===== src/rtl/mem_arbiter.sv =====
// Shares one single-port memory between the fetch and data ports; optional round-robin via ARB_RR_EN.
// Latency: request seen in IDLE at cycle 0 -> mem_en in cycle 1 -> ack in cycle MEM_LAT+2.
// Backpressure: requesters hold req until their one-cycle ack; the non-granted port simply waits.
module mem_arbiter #(
    parameter int ADDR_W  = 32,
    parameter int DATA_W  = 32,
    parameter int MEM_LAT = 2
) (
    input  logic              clock,
    input  logic              reset,
    input  logic              i_req,
    input  logic [ADDR_W-1:0] i_addr,
    output logic [DATA_W-1:0] i_rdata,
    output logic              i_ack,
    input  logic              d_req,
    input  logic              d_we,
    input  logic [ADDR_W-1:0] d_addr,
    input  logic [DATA_W-1:0] d_wdata,
    output logic [DATA_W-1:0] d_rdata,
    output logic              d_ack,
    output logic              busy,
    output logic              mem_en,
    output logic              mem_we,
    output logic [ADDR_W-1:0] mem_addr,
    output logic [DATA_W-1:0] mem_wdata,
    input  logic [DATA_W-1:0] mem_rdata
);

    typedef enum logic [1:0] {
        ST_IDLE  = 2'd0,
        ST_ISSUE = 2'd1,
        ST_WAIT  = 2'd2,
        ST_RESP  = 2'd3
    } state_t;

    localparam logic [3:0] LAT_CNT = 4'(MEM_LAT);

    state_t            state;
    state_t            state_nxt;
    logic [3:0]        cnt;
    logic              gnt_d;
    logic              hold_we;
    logic              any_req;
    logic              pick_d;
    logic              grant_now;
    logic              cap_last;

    logic              busy_nxt;
    logic              mem_en_nxt;
    logic              mem_we_nxt;
    logic [ADDR_W-1:0] mem_addr_nxt;
    logic [DATA_W-1:0] mem_wdata_nxt;
    logic              i_ack_nxt;
    logic              d_ack_nxt;

    assign any_req   = i_req | d_req;
    assign grant_now = (state == ST_IDLE) && any_req;
    assign cap_last  = (state == ST_WAIT) && (cnt == 4'd1);

`ifdef ARB_RR_EN
    logic last_d;

    // Remember which port won the most recent grant (reset: fetch, so data wins the first tie).
    always_ff @(posedge clock or negedge reset) begin
        if (!reset) begin
            last_d <= 1'b0;
        end else if (grant_now) begin
            last_d <= pick_d;
        end
    end

    // On a tie hand the grant to the port that did not win last time.
    always_comb begin
        pick_d = d_req;
        if (d_req && i_req) begin
            pick_d = !last_d;
        end
    end
`else
    // Fixed priority: data always beats fetch.
    always_comb begin
        pick_d = d_req;
    end
`endif

    // State register.
    always_ff @(posedge clock or negedge reset) begin
        if (!reset) begin
            state <= ST_IDLE;
        end else begin
            state <= state_nxt;
        end
    end

    // Next-state: one issue cycle, count out the memory latency, one response cycle.
    always_comb begin
        state_nxt = state;
        case (state)
            ST_IDLE:  if (any_req) state_nxt = ST_ISSUE;
            ST_ISSUE: state_nxt = ST_WAIT;
            ST_WAIT:  if (cnt == 4'd1) state_nxt = ST_RESP;
            ST_RESP:  state_nxt = ST_IDLE;
            default:  state_nxt = ST_IDLE;
        endcase
    end

    // Next values of the registered outputs; the memory command regs double as the holding regs.
    always_comb begin
        busy_nxt      = (state_nxt != ST_IDLE);
        mem_en_nxt    = 1'b0;
        mem_we_nxt    = 1'b0;
        mem_addr_nxt  = '0;
        mem_wdata_nxt = '0;
        i_ack_nxt     = 1'b0;
        d_ack_nxt     = 1'b0;
        if (grant_now) begin
            mem_en_nxt = 1'b1;
            if (pick_d) begin
                mem_we_nxt    = d_we;
                mem_addr_nxt  = d_addr;
                mem_wdata_nxt = d_wdata;
            end else begin
                mem_addr_nxt  = i_addr;
            end
        end
        if (cap_last) begin
            if (gnt_d) begin
                d_ack_nxt = 1'b1;
            end else begin
                i_ack_nxt = 1'b1;
            end
        end
    end

    // Output registers: everything leaving the block comes straight from a flop.
    always_ff @(posedge clock or negedge reset) begin
        if (!reset) begin
            busy      <= 1'b0;
            mem_en    <= 1'b0;
            mem_we    <= 1'b0;
            mem_addr  <= '0;
            mem_wdata <= '0;
            i_ack     <= 1'b0;
            d_ack     <= 1'b0;
        end else begin
            busy      <= busy_nxt;
            mem_en    <= mem_en_nxt;
            mem_we    <= mem_we_nxt;
            mem_addr  <= mem_addr_nxt;
            mem_wdata <= mem_wdata_nxt;
            i_ack     <= i_ack_nxt;
            d_ack     <= d_ack_nxt;
        end
    end

    // Grant bookkeeping, latency counter and read-data capture for the granted port.
    always_ff @(posedge clock or negedge reset) begin
        if (!reset) begin
            gnt_d   <= 1'b0;
            hold_we <= 1'b0;
            cnt     <= 4'd0;
            i_rdata <= '0;
            d_rdata <= '0;
        end else begin
            if (grant_now) begin
                gnt_d   <= pick_d;
                hold_we <= pick_d & d_we;
            end
            if (state == ST_ISSUE) begin
                cnt <= LAT_CNT;
            end else if ((state == ST_WAIT) && (cnt != 4'd0)) begin
                cnt <= cnt - 4'd1;
            end
            // Stores leave both rdata registers untouched.
            if (cap_last && !hold_we) begin
                if (gnt_d) begin
                    d_rdata <= mem_rdata;
                end else begin
                    i_rdata <= mem_rdata;
                end
            end
        end
    end

endmodule


===== config.mk =====
export PLATFORM = sky130hd
export DESIGN_NAME = mem_arbiter
export DESIGN_NICKNAME = d
export VERILOG_FILES = /design/src/rtl/mem_arbiter.sv
export SDC_FILE = /design/constraint.sdc
export NUM_CORES = 1
export LEC_CHECK = 0
export CAP_MARGIN = 5
export CELL_PAD_IN_SITES_DETAIL_PLACEMENT = 0
export CELL_PAD_IN_SITES_GLOBAL_PLACEMENT = 2
export CORE_ASPECT_RATIO = 1.1
export CORE_MARGIN = 2
export CORE_UTILIZATION = 25
export CTS_CLUSTER_DIAMETER = 80
export DETAILED_ROUTE_END_ITERATION = 6
export PLACE_DENSITY = 0.83
export SYNTH_ARGS = -nofsm -noshare
export SYNTH_HDL_FRONTEND = slang
export SYNTH_SLANG_ARGS = --single-unit

===== constraint.sdc =====
create_clock -name clock -period 2.9 [get_ports clock]
set_clock_uncertainty 0.15 [all_clocks]
set_input_delay 0.29 -clock clock [delete_from_list [all_inputs] [get_ports clock]]
set_output_delay 0.29 -clock clock [all_outputs]
set_load 0.02 [all_outputs]

# After elaboration in Yosys (flattened, before gate mapping)
# Index checks and enable logic that the tools add are counted.
[word_totals]
out_inout_bits = 133
wordCells = 48
in_bits = 133
regBits = 141
[op_classes]
bitwise_logic = 3
addsub = 1
reduce_logical = 11
n_mux = 16
eq_ne = 4
[op_table]
columns = ["operator", "count"]
rows = [
  ["two-way mux 32 bit", 4],
  ["two-way mux 4 bit", 2],
  ["case mux 2 bit (4 select lines)", 1],
  ["two-way mux 1 bit", 7],
  ["== test 2 bit, second input constant", 2],
  ["== test 4 x 1 -> 1 bit, second input constant", 1],
  ["logical AND 1 bit", 4],
  ["two-way mux 2 bit", 2],
  ["AND reduction 2 bit", 2],
  ["nonzero test 2 bit", 2],
  ["nonzero test 4 bit", 1],
  ["subtractor 4 x 1 -> 4 bit, second input constant", 1],
  ["== test 2 x 1 -> 1 bit, second input constant", 1],
  ["zero test 2 bit", 1],
  ["AND 1 bit", 1],
  ["zero test 1 bit", 1],
  ["NOT 1 bit", 1],
  ["OR 1 bit", 1],
]

# Longest topological paths before layout
# Gate-level depths: netlist of run 1.
[depth]
ltp_word = 4
depth_mapped = 7
ltp_nobuf = 5

# Least setup slack after synthesis of run 1
# OpenSTA, ideal clock, no wires.
[synth_path]
path_kind = "reg-to-reg"
start = "reg state[0]"
end = "reg i_rdata[10]"
setup_time_ns = 0.125
slack_ns = 0.869
period_less_slack_ns = 2.031
path_buffers = 2
stages_incl_launch_ff = 8
arrival_time_ns = 1.756
required_ns = 2.625
path_cell_list = "dfrtp_1 inv_1 ha_1 nand4bb_1 or3_1 buf_6 buf_12 mux2_4"
[synth_between]
elab_chain_len = 4
[synth_lines]
columns = ["item", "line", "rtl"]
rows = [
  ["from (decl)", "38", "state_t state;"],
  ["from (signal assigned)", "91", "state <= state_nxt;"],
  ["== test 2 bit", "58", "assign cap_last = (state == ST_WAIT) && (cnt == 4'd1);"],
  ["logical AND 1 bit", "58", ""],
  ["logical AND 1 bit", "175", "if (cap_last && !hold_we) begin"],
  ["AND reduction 2 bit (no source line)", "n/a", ""],
  ["to (signal assigned)", "179", "i_rdata <= mem_rdata;"],
  ["to (decl)", "13", "output logic [DATA_W-1:0] i_rdata,"],
]
# No other way between the ends.
# A chain may end at the register's enable or synchronous reset.

# Worst setup path after layout of run 1
[layout_path]
start = "reg state[0]"
end = "reg i_rdata[6]"
# The elaborated chain is that of the path after synthesis.

==> results of run 1 <==
==> critical path, delay by kind of cell, from the launching register on <==
kind | cells | cell delay [ns]
DFF | 1 | 0.41
adders and majority gates | 1 | 0.26
and+or+nand+nor | 2 | 0.83
muxes | 1 | 0.31
buffers and inverters | 2 | 0.38
==> registers in the layout, summed over array words and instances (netlist names) <==
signal	cells
mem_en	1
mem_we	1
d_rdata	32
mem_addr	32
state	2
gnt_d	1
i_rdata	32
mem_wdata	32
cnt	4
hold_we	1
i_ack	1
busy	1
d_ack	1
==> cell usage in the layout, fill, tap and decap left out, drive strengths merged, types with 2 or more instances in the layout <==
cell | Yosys | final
clkdlybuf4s50 | 0 | 263
clkinvlp | 0 | 3
mux2i | 33 | 33
nor2 | 40 | 40
clkinv | 0 | 2
and3 | 33 | 33
buf | 10 | 10
inv | 5 | 13
ha | 6 | 6
clkbuf | 12 | 18
nand2 | 3 | 3
nor4b | 2 | 2
mux2 | 65 | 65
dfrtp | 141 | 141
==> cell families (layout without fill, tap and decap cells) <==
family | after synthesis | after routing | synth area share
flip-flops | 141 | 141 | 0.6472
multiplexers | 98 | 98 | 0.2155
AND/OR/NAND/NOR | 87 | 87 | 0.08401
AO/OA/AOI/OAI | 7 | 7 | 0.009181
buffers and inverters | 27 | 311 | 0.03030
adder cells (fa/ha/maj) | 6 | 6 | 0.01377
==> worst paths after layout <==
path,endpoint,cells after the start,from
setup reg to reg,i_rdata[6]$_DFFE_PN0P_,6,state[0]$_DFF_PN0_
setup / recovery,i_rdata[6]$_DFFE_PN0P_,6,state[0]$_DFF_PN0_
hold / removal,mem_wdata[23]$_DFF_PN0_,2,d_wdata[23]
min in group asynchronous,d_rdata[17]$_DFFE_PN0P_,2,reset
max in group asynchronous,mem_wdata[2]$_DFF_PN0_,3,reset
hold reg to reg,d_rdata[5]$_DFFE_PN0P_,1,d_rdata[5]$_DFFE_PN0P_
==> per-layer routing <==
layer	GRT usage	vias up	wire length (um)
met2	0.2241	189	7316
met3	0.04976	22	1403
met4	0.05958	0	375
met5	0	-	0
met1	0.1442	1874	5856
li1	-	1802	-
==> through the flow <==
step	cell area, um2	hold WS [ns]	cells	utilization	total power [W]
6_report	8996	0.3032	940	0.4210	0.008897
5_1_grt	8996	0.2833	940	0.4210	0.009371
4_1_cts	8996	0.2797	940	0.4210	0.009024
3_5_place_dp	8407	0.2460	907	0.3934	0.006818
3_3_place_gp	8407	0.2488	907	0.3934	0.006738
2_1_floorplan	5451	-0.1556	366	-	0.004924
==> area by class of cell <==
cell class | instances | share of cell area
Sequential cell | 141 | 0.3922
Timing Repair Buffer | 274 | 0.3050
Multi-Input combinational cell | 198 | 0.1960
Clock buffer | 18 | 0.04771
Tap cell | 290 | 0.04033
Clock inverter | 14 | 0.01669
Inverter | 5 | 0.002086
==> power by group through the flow <==
stage	combinational (W)	sequential, W	clock [W]
after CTS	0.00376	0.00304	0.00222
final	0.00371	0.00303	0.00215
after detailed placement	0.00375	0.00307	0
after global routing	0.00395	0.00311	0.00231
after global placement	0.00370	0.00304	0
after floorplan	0.00108	0.00385	0
==> repair_timing <==
item,in CTS,in global routing
endpoints found under the hold margin,78,0
hold buffers,1,0
setup buffers,0,0
==> impl_metrics.yaml, run 1 <==
global_routing:
  overflow: 0
  grt_antenna_before_repair: 0
  grt_pass1_wl_mm: 23.12
  grt_usage: 0.1319
  first_global_vias: 4223
  grt_max_degree: 81
placement:
  hpwl_mm: 11.04
  place.gp.congestion: 0.7565
  post-place-ws_ns: 0.4464
  placement.io_buffers: 265
routing:
  wl_per_cell_um: 15.91
  drtPass1Iterations: 4
  vias: 3887
  drc_errors: 0
  viasPerCell: 4.135
  wirelength_mm: 14.95
  drt_iter0_drc: 66
  ant_nets: 0
synthesis:
  synth-edff-count: 0
  yosysTopAreaCellShare: 0.6472
  synth.avg_cell_area_um2: 14.89
  synth.net_count: 505
  syn_area_um2: 5451
  synth_seq_cells: 141
  synthCells: 366
  ys_top_cells_by_area: "dfrtp_1 (65%), mux2_4 (8.3%), mux2_2 (7.2%)"
  synth_cell_types: 30
  yosysMostFrequentCell: "dfrtp_1"
  synth_commonest_cells: "dfrtp_1 (141), nor2_1 (40), mux2_2 (35)"
  synthArstFlopShare: 1.000
  synth_seq_area_share: 0.6472
  ys.flop_type: "dfrtp_1"
  ys_warn_count: 0
  synth.largest_area_cell: "dfrtp_1"
pwr:
  leakagePower_nw: 4.128
  p_per_area_nw_per_um2: 989.0
  intPower_w: 0.005867
  combPwrFrac: 0.417
  vdd_ir_drop_max_v: 0.0004114
  sw_frac_of_total: 0.3406
  seqPwrFrac: 0.341
  clockPowerShare: 0.242
  switching_power_w: 0.003030
timing:
  fin_crit_ns: 2.471
  setup_violations: 0
  fin_crit_sh: 0.8522
  worst_pin_slew_ns: 0.7603
  rsz0062_at_grt: "no"
  hold_violations: 0
  max_freq_mhz: 404.6
  worst_slack_ns: 0.4286
  tns_ns: 0
  max-slew-margin-rel: 0.4931
  slew_viol_final: 0
finish:
  antenna_cells: 0
  layout-drive-gt1-share: 0.1708
  syn_to_final_growth_pct: 65.02
  multi_input_area_um2: 1763
  fillers: 1995
  final_nets: 776
  regArea_um2: 3528
clocking:
  clkTransAtPathRegs_ns: 0.07
  max-clock-path-buffers: 2
  cts-root-buf: "clkbuf_16"
  cts_buffers: 17
  cts_max_level: 4
  ctsResizeCount: 0
  insertion_delay_ns: 0.41
  cts.sinks: 141
  cts_tree: "done"
floorplan:
  design.core.area_um2: 21370
  fp.dieH_um: 158.9
  fp-row-count: 56
  die_area_um2: 23000
  fp.dieW_um: 144.8
  start_util: 0.2551
  pin_count: 266
setup_path:
  ff2ff_setup_slack_ns: 0.43
  cp-start-kind: "flop"
  path_class: "flop to flop"
  crit_slowest_cell: "or3_2"
  slowest_delay_ns: 0.64
  cp.required_ns: 3.04
  arrival_ns: 2.61
  cp_max_fo: 24
  cp-end-kind: "flop"
  worstPathCellList: "inv_1 > ha_1 > nand4bb_1 > or3_2 > buf_12 > mux2_4"
status:
  status: "finished, final reports clean"
run:
  cap_violations: 0
min_path:
  hold_path_class: "input port to flop"
Power figures use the tool's default switching activity.
==> inputs of run 2 (changes only) <==
--- a/config.mk
+++ b/config.mk
@@ -11,9 +11,10 @@
 export CORE_ASPECT_RATIO = 1.1
 export CORE_MARGIN = 2
 export CORE_UTILIZATION = 25
+export CTS_BUF_LIST = sky130_fd_sc_hd__clkbuf_16
 export CTS_CLUSTER_DIAMETER = 80
 export DETAILED_ROUTE_END_ITERATION = 6
-export PLACE_DENSITY = 0.83
+export PLACE_DENSITY = 0.84
 export SYNTH_ARGS = -nofsm -noshare
 export SYNTH_HDL_FRONTEND = slang
 export SYNTH_SLANG_ARGS = --single-unit
==> impl_metrics.yaml, run 2 (synthesis results as in run 1) <==
status:
  status: "finished, final reports clean"
setup_path:
  cp_max_fo: 32
  r2r_start: "state[0]$_DFF_PN0_"
  ff2ff_setup_slack_ns: 0.45
  cp.required_ns: 3.04
  cp-end-kind: "flop"
  worstPathCellList: "inv_1 > ha_1 > nand4bb_1 > or3_2 > buf_4 > mux2_4"
  crit_family: "simple AND/OR/NAND/NOR gates"
  worstPathBufferInverterCount: 2
  cp-startpoint: "state[0]$_DFF_PN0_"
  slowest_delay_ns: 0.45
  arrival_ns: 2.59
  rr_worst_depth: 6
  crit_slowest_cell: "or3_2"
  cp-start-kind: "flop"
  path_class: "flop to flop"
  reg2reg_to: "i_rdata[5]$_DFFE_PN0P_"
clocking:
  cts_tree: "done"
  cts_max_level: 4
  post_cts_buffers: 0
  cts-root-buf: "clkbuf_16"
  max-clock-path-buffers: 2
  cts_buffers: 17
  ctsResizeCount: 0
  holdBufCountCts: 1
  clkTransAtPathRegs_ns: 0.06
  insertion_delay_ns: 0.40
  cts.sinks: 141
timing:
  fin_crit_sh: 0.8463
  setup_violations: 0
  tns_ns: 0
  hold_violations: 0
  rsz0062_at_grt: "no"
  fin_crit_ns: 2.454
  slew_viol_final: 0
  whs_ns: 0.2081
  worst_pin_slew_ns: 0.6684
  max-slew-margin-rel: 0.5544
  max_freq_mhz: 407.5
placement:
  place.gp.congestion: 0.7381
  placement.io_buffers: 265
  hpwl_mm: 10.90
floorplan:
  start_util: 0.2551
  pin_count: 266
  fp.dieH_um: 158.9
  design.core.area_um2: 21370
  fp.dieW_um: 144.8
  die_area_um2: 23000
  fp-row-count: 56
routing:
  ant_nets: 0
  drt_iter0_drc: 77
  wirelength_mm: 14.53
  drc_errors: 0
  wl_per_cell_um: 15.48
  vias: 3889
  drtPass1Iterations: 4
  viasPerCell: 4.142
finish:
  syn_to_final_growth_pct: 65.94
  layout-drive-gt1-share: 0.1695
  final_nets: 776
  most-common-layout-cells: "clkdlybuf4s50_1 (263), dfrtp_1 (141), nor2_1 (40)"
  antenna_cells: 0
  mostFrequentLayoutCell: "clkdlybuf4s50_1"
min_path:
  hold_path_class: "input port to flop"
  holdPathEnd: "mem_en$_DFF_PN0_"
  hp-start: "d_req"
  min_delay_path_depth: 3
global_routing:
  grt_usage: 0.1282
  grt_max_degree: 62
  grt_pass1_wl_mm: 22.81
  grt_antenna_before_repair: 0
  first_global_vias: 4213
  overflow: 0
pwr:
  leakagePower_nw: 4.161
  p_per_area_nw_per_um2: 1005
  vdd_ir_drop_max_v: 0.0003488
run:
  cap_violations: 0
==> run 2: cell count changes in the layout (fill, tap and decap cells not counted) <==
cell	delta
clkbuf_1	-1
buf_4	+1
clkinv_4	+2
inv_6	-2
buf_12	-1
bufinv_16	+4
inv_8	-4
clkinv_1	+1
clkinvlp_4	-3
clkinv_2	+2
==> run 2: cell type report <==
| type | count | area (um2) |
|---|---|---|
| multi-input combinational | 198 | 1763 |
| sequential | 141 | 3528 |
| timing repair buffer | 274 | 2731 |
| fill | 1988 | 12320 |
| clock buffer | 17 | 425.4 |
| tap | 290 | 362.8 |
| clock inverter | 14 | 216.5 |
| inverter | 5 | 18.77 |
==> run 2: worst reg2reg max path, cell delays in order (launching register included) <==
cell,delay (ns)
dfrtp_1,0.41
inv_1,0.13
ha_1,0.28
nand4bb_1,0.19
or3_2,0.45
buf_4,0.32
mux2_4,0.41
==> run 2: power by group <==
part           leakage, nW  total (W)  switching [W]  internal, W
Clock                0.315    0.00236       0.000832      0.00153
Combinational         2.07    0.00370        0.00173      0.00197
Sequential            1.78    0.00303       0.000355      0.00268
==> run 2: worst max path at each step <==
stage / to / slack, ns / depth (start not counted)
after detailed placement: i_rdata[13]$_DFFE_PN0P_ / 0.49 / 6
after CTS: i_rdata[5]$_DFFE_PN0P_ / 0.48 / 6
after global placement: i_rdata[11]$_DFFE_PN0P_ / 0.59 / 6
final: i_rdata[5]$_DFFE_PN0P_ / 0.45 / 6
after global routing: i_rdata[5]$_DFFE_PN0P_ / 0.38 / 6
after floorplan: i_rdata[10]$_DFFE_PN0P_ / 0.87 / 7
==> run 2: layer usage <==
metal  routed length (um)  up-vias  GRT usage  share of wire
met5                    0        -          0              0
met4                  259        0    0.04545          0.018
met3                 1766       17    0.06242           0.12
met2                 6861      197     0.2037           0.47
met1                 5646     1872     0.1492           0.39
li1                     -     1803          -              -
==> run 2: stage by stage <==
step | setup slack (ns) | utilization | instances | area [um2] | total power (W)
finish | 0.4458 | 0.4233 | 939 | 9046 | 0.009089
floorplan | 0.8688 | - | 366 | 5451 | 0.004924
global route | 0.3778 | 0.4233 | 939 | 9046 | 0.009599
detailed placement | 0.4861 | 0.3928 | 907 | 8394 | 0.006807
global placement | 0.5904 | 0.3928 | 907 | 8394 | 0.006718
CTS | 0.4782 | 0.4233 | 939 | 9046 | 0.009225
==> inputs of run 3 (changes only) <==
==> constraint.sdc (replaced) <==
create_clock -name clock -period 2.4 [get_ports clock]
set_clock_uncertainty 0.15 [all_clocks]
set_input_delay 0.24 -clock clock [delete_from_list [all_inputs] [get_ports clock]]
set_output_delay 0.24 -clock clock [all_outputs]
set_load 0.02 [all_outputs]
==> impl_metrics.yaml, run 3 (synthesis results as in run 1) <==
status:
  status: "finished, final reports clean"
setup_path:
  path_class: "flop to flop"
  crit_slowest_cell: "or3_2"
  cp-start-kind: "flop"
  ff2ff_setup_slack_ns: 0.12
  rr_worst_depth: 6
  r2r_start: "state[0]$_DFF_PN0_"
  cp.required_ns: 2.54
  worstPathCellList: "inv_1 > ha_1 > nand4bb_1 > or3_2 > buf_12 > mux2_4"
  slowest_delay_ns: 0.47
  reg2reg_to: "i_rdata[17]$_DFFE_PN0P_"
  cp_max_fo: 32
  arrival_ns: 2.43
  cp-end-kind: "flop"
placement:
  placement.io_buffers: 265
  place_inst: 906
  dpl_cell_area_um2: 8437
  hpwl_mm: 11.00
  place.gp.congestion: 0.7286
routing:
  viasPerCell: 4.097
  vias: 3847
  drt_iter0_drc: 120
  wl_per_cell_um: 15.99
  drc_errors: 0
  wirelength_mm: 15.02
  ant_nets: 0
  drtPass1Iterations: 4
clocking:
  cts_tree: "done"
  clkTransAtPathRegs_ns: 0.06
  insertion_delay_ns: 0.41
  post_cts_buffers: 0
  ctsResizeCount: 0
  cts_max_level: 4
  cts_buffers: 17
  max-clock-path-buffers: 2
  cts.sinks: 141
  cts-root-buf: "clkbuf_16"
timing:
  hold_violations: 0
  worst_pin_slew_ns: 0.5795
  whs_ns: 0.2139
  rsz0062_at_grt: "no"
  max-slew-margin-rel: 0.6137
  setup_violations: 0
  fin_crit_sh: 0.9513
  fin_crit_ns: 2.283
  max_freq_mhz: 438.0
  slew_viol_final: 0
  tns_ns: 0
finish:
  layout-drive-gt1-share: 0.1664
  mostFrequentLayoutCell: "clkdlybuf4s50_1"
  layout.cells.non_filler: 939
  most-common-layout-cells: "clkdlybuf4s50_1 (263), dfrtp_1 (141), nor2_1 (40)"
  syn_to_final_growth_pct: 66.33
  antenna_cells: 0
  final_nets: 775
  design_area_um2: 9067
floorplan:
  pin_count: 266
  fp.dieW_um: 144.8
  design.core.area_um2: 21370
  die_area_um2: 23000
  fp.dieH_um: 158.9
  start_util: 0.2551
  fp-row-count: 56
pwr:
  power_w: 0.01097
  p_per_area_nw_per_um2: 1209
  leakagePower_nw: 4.163
  vdd_ir_drop_max_v: 0.0004457
global_routing:
  first_global_vias: 4213
  grt_pass1_wl_mm: 23.30
  grt_antenna_before_repair: 0
  grt_usage: 0.1319
  overflow: 0
  grt_max_degree: 55
run:
  cap_violations: 0
min_path:
  hold_path_class: "input port to async pin"
[run 3: per-stage QoR]
| stage | util | worst slack [ns] |
|---|---|---|
| finish | 0.4243 | 0.1168 |
| floorplan | - | 0.3688 |
| detailed placement | 0.3948 | 0.1395 |
| global route | 0.4243 | 0.01705 |
| CTS | 0.4243 | 0.1404 |
| global placement | 0.3948 | 0.2109 |
[run 3: per-layer routing]
layer,wire (um),part of all wire,track usage,up-vias
met5,0,0,0,-
met4,223,0.015,0.04590,0
met3,1693,0.11,0.06152,14
met2,7004,0.47,0.2058,197
met1,6095,0.41,0.1591,1848
li1,-,-,-,1788
[run 3: power breakdown]
part | switching [W] | leakage, nW | internal (W)
clock | 0.00106 | 0.300 | 0.00174
sequential | 0.000435 | 1.78 | 0.00323
combinational | 0.00210 | 2.09 | 0.00240
total | 0.00360 | 4.16 | 0.00737
[run 3: worst max-delay path by stage]
stage	startpoint	endpoint	slack [ns]	cells after the start
3_5_place_dp	state[0]$_DFF_PN0_	i_rdata[5]$_DFFE_PN0P_	0.14	6
2_1_floorplan	state[0]$_DFF_PN0_	i_rdata[10]$_DFFE_PN0P_	0.37	7
6_report	state[0]$_DFF_PN0_	i_rdata[17]$_DFFE_PN0P_	0.12	6
5_1_grt	state[0]$_DFF_PN0_	i_rdata[17]$_DFFE_PN0P_	0.02	6
3_3_place_gp	state[0]$_DFF_PN0_	i_rdata[14]$_DFFE_PN0P_	0.21	6
4_1_cts	state[0]$_DFF_PN0_	i_rdata[5]$_DFFE_PN0P_	0.14	6
[run 3: worst max-delay path: cells and delay by family, from the launching register on]
family        cells  cell delay (ns)
fa+ha+maj         1             0.28
simple gates      2             0.64
mux               1             0.32
buf+inv           2             0.32
flops             1             0.41
[run 3: final cells by class]
class                      count  area [um2]
sequential                   141        3528
timing repair buffer         273        2774
multi-input combinational    198        1763
clock buffer                  17       425.4
tap                          290       362.8
inverter                       5       18.77
clock inverter                15       195.2
fill                        1991       12300
[run 3: repair_timing]
item / in CTS / in global routing
hold endpoints to repair: 52 / 0
endpoints found under the setup margin: 0 / 0
hold buffers: 1 / 0
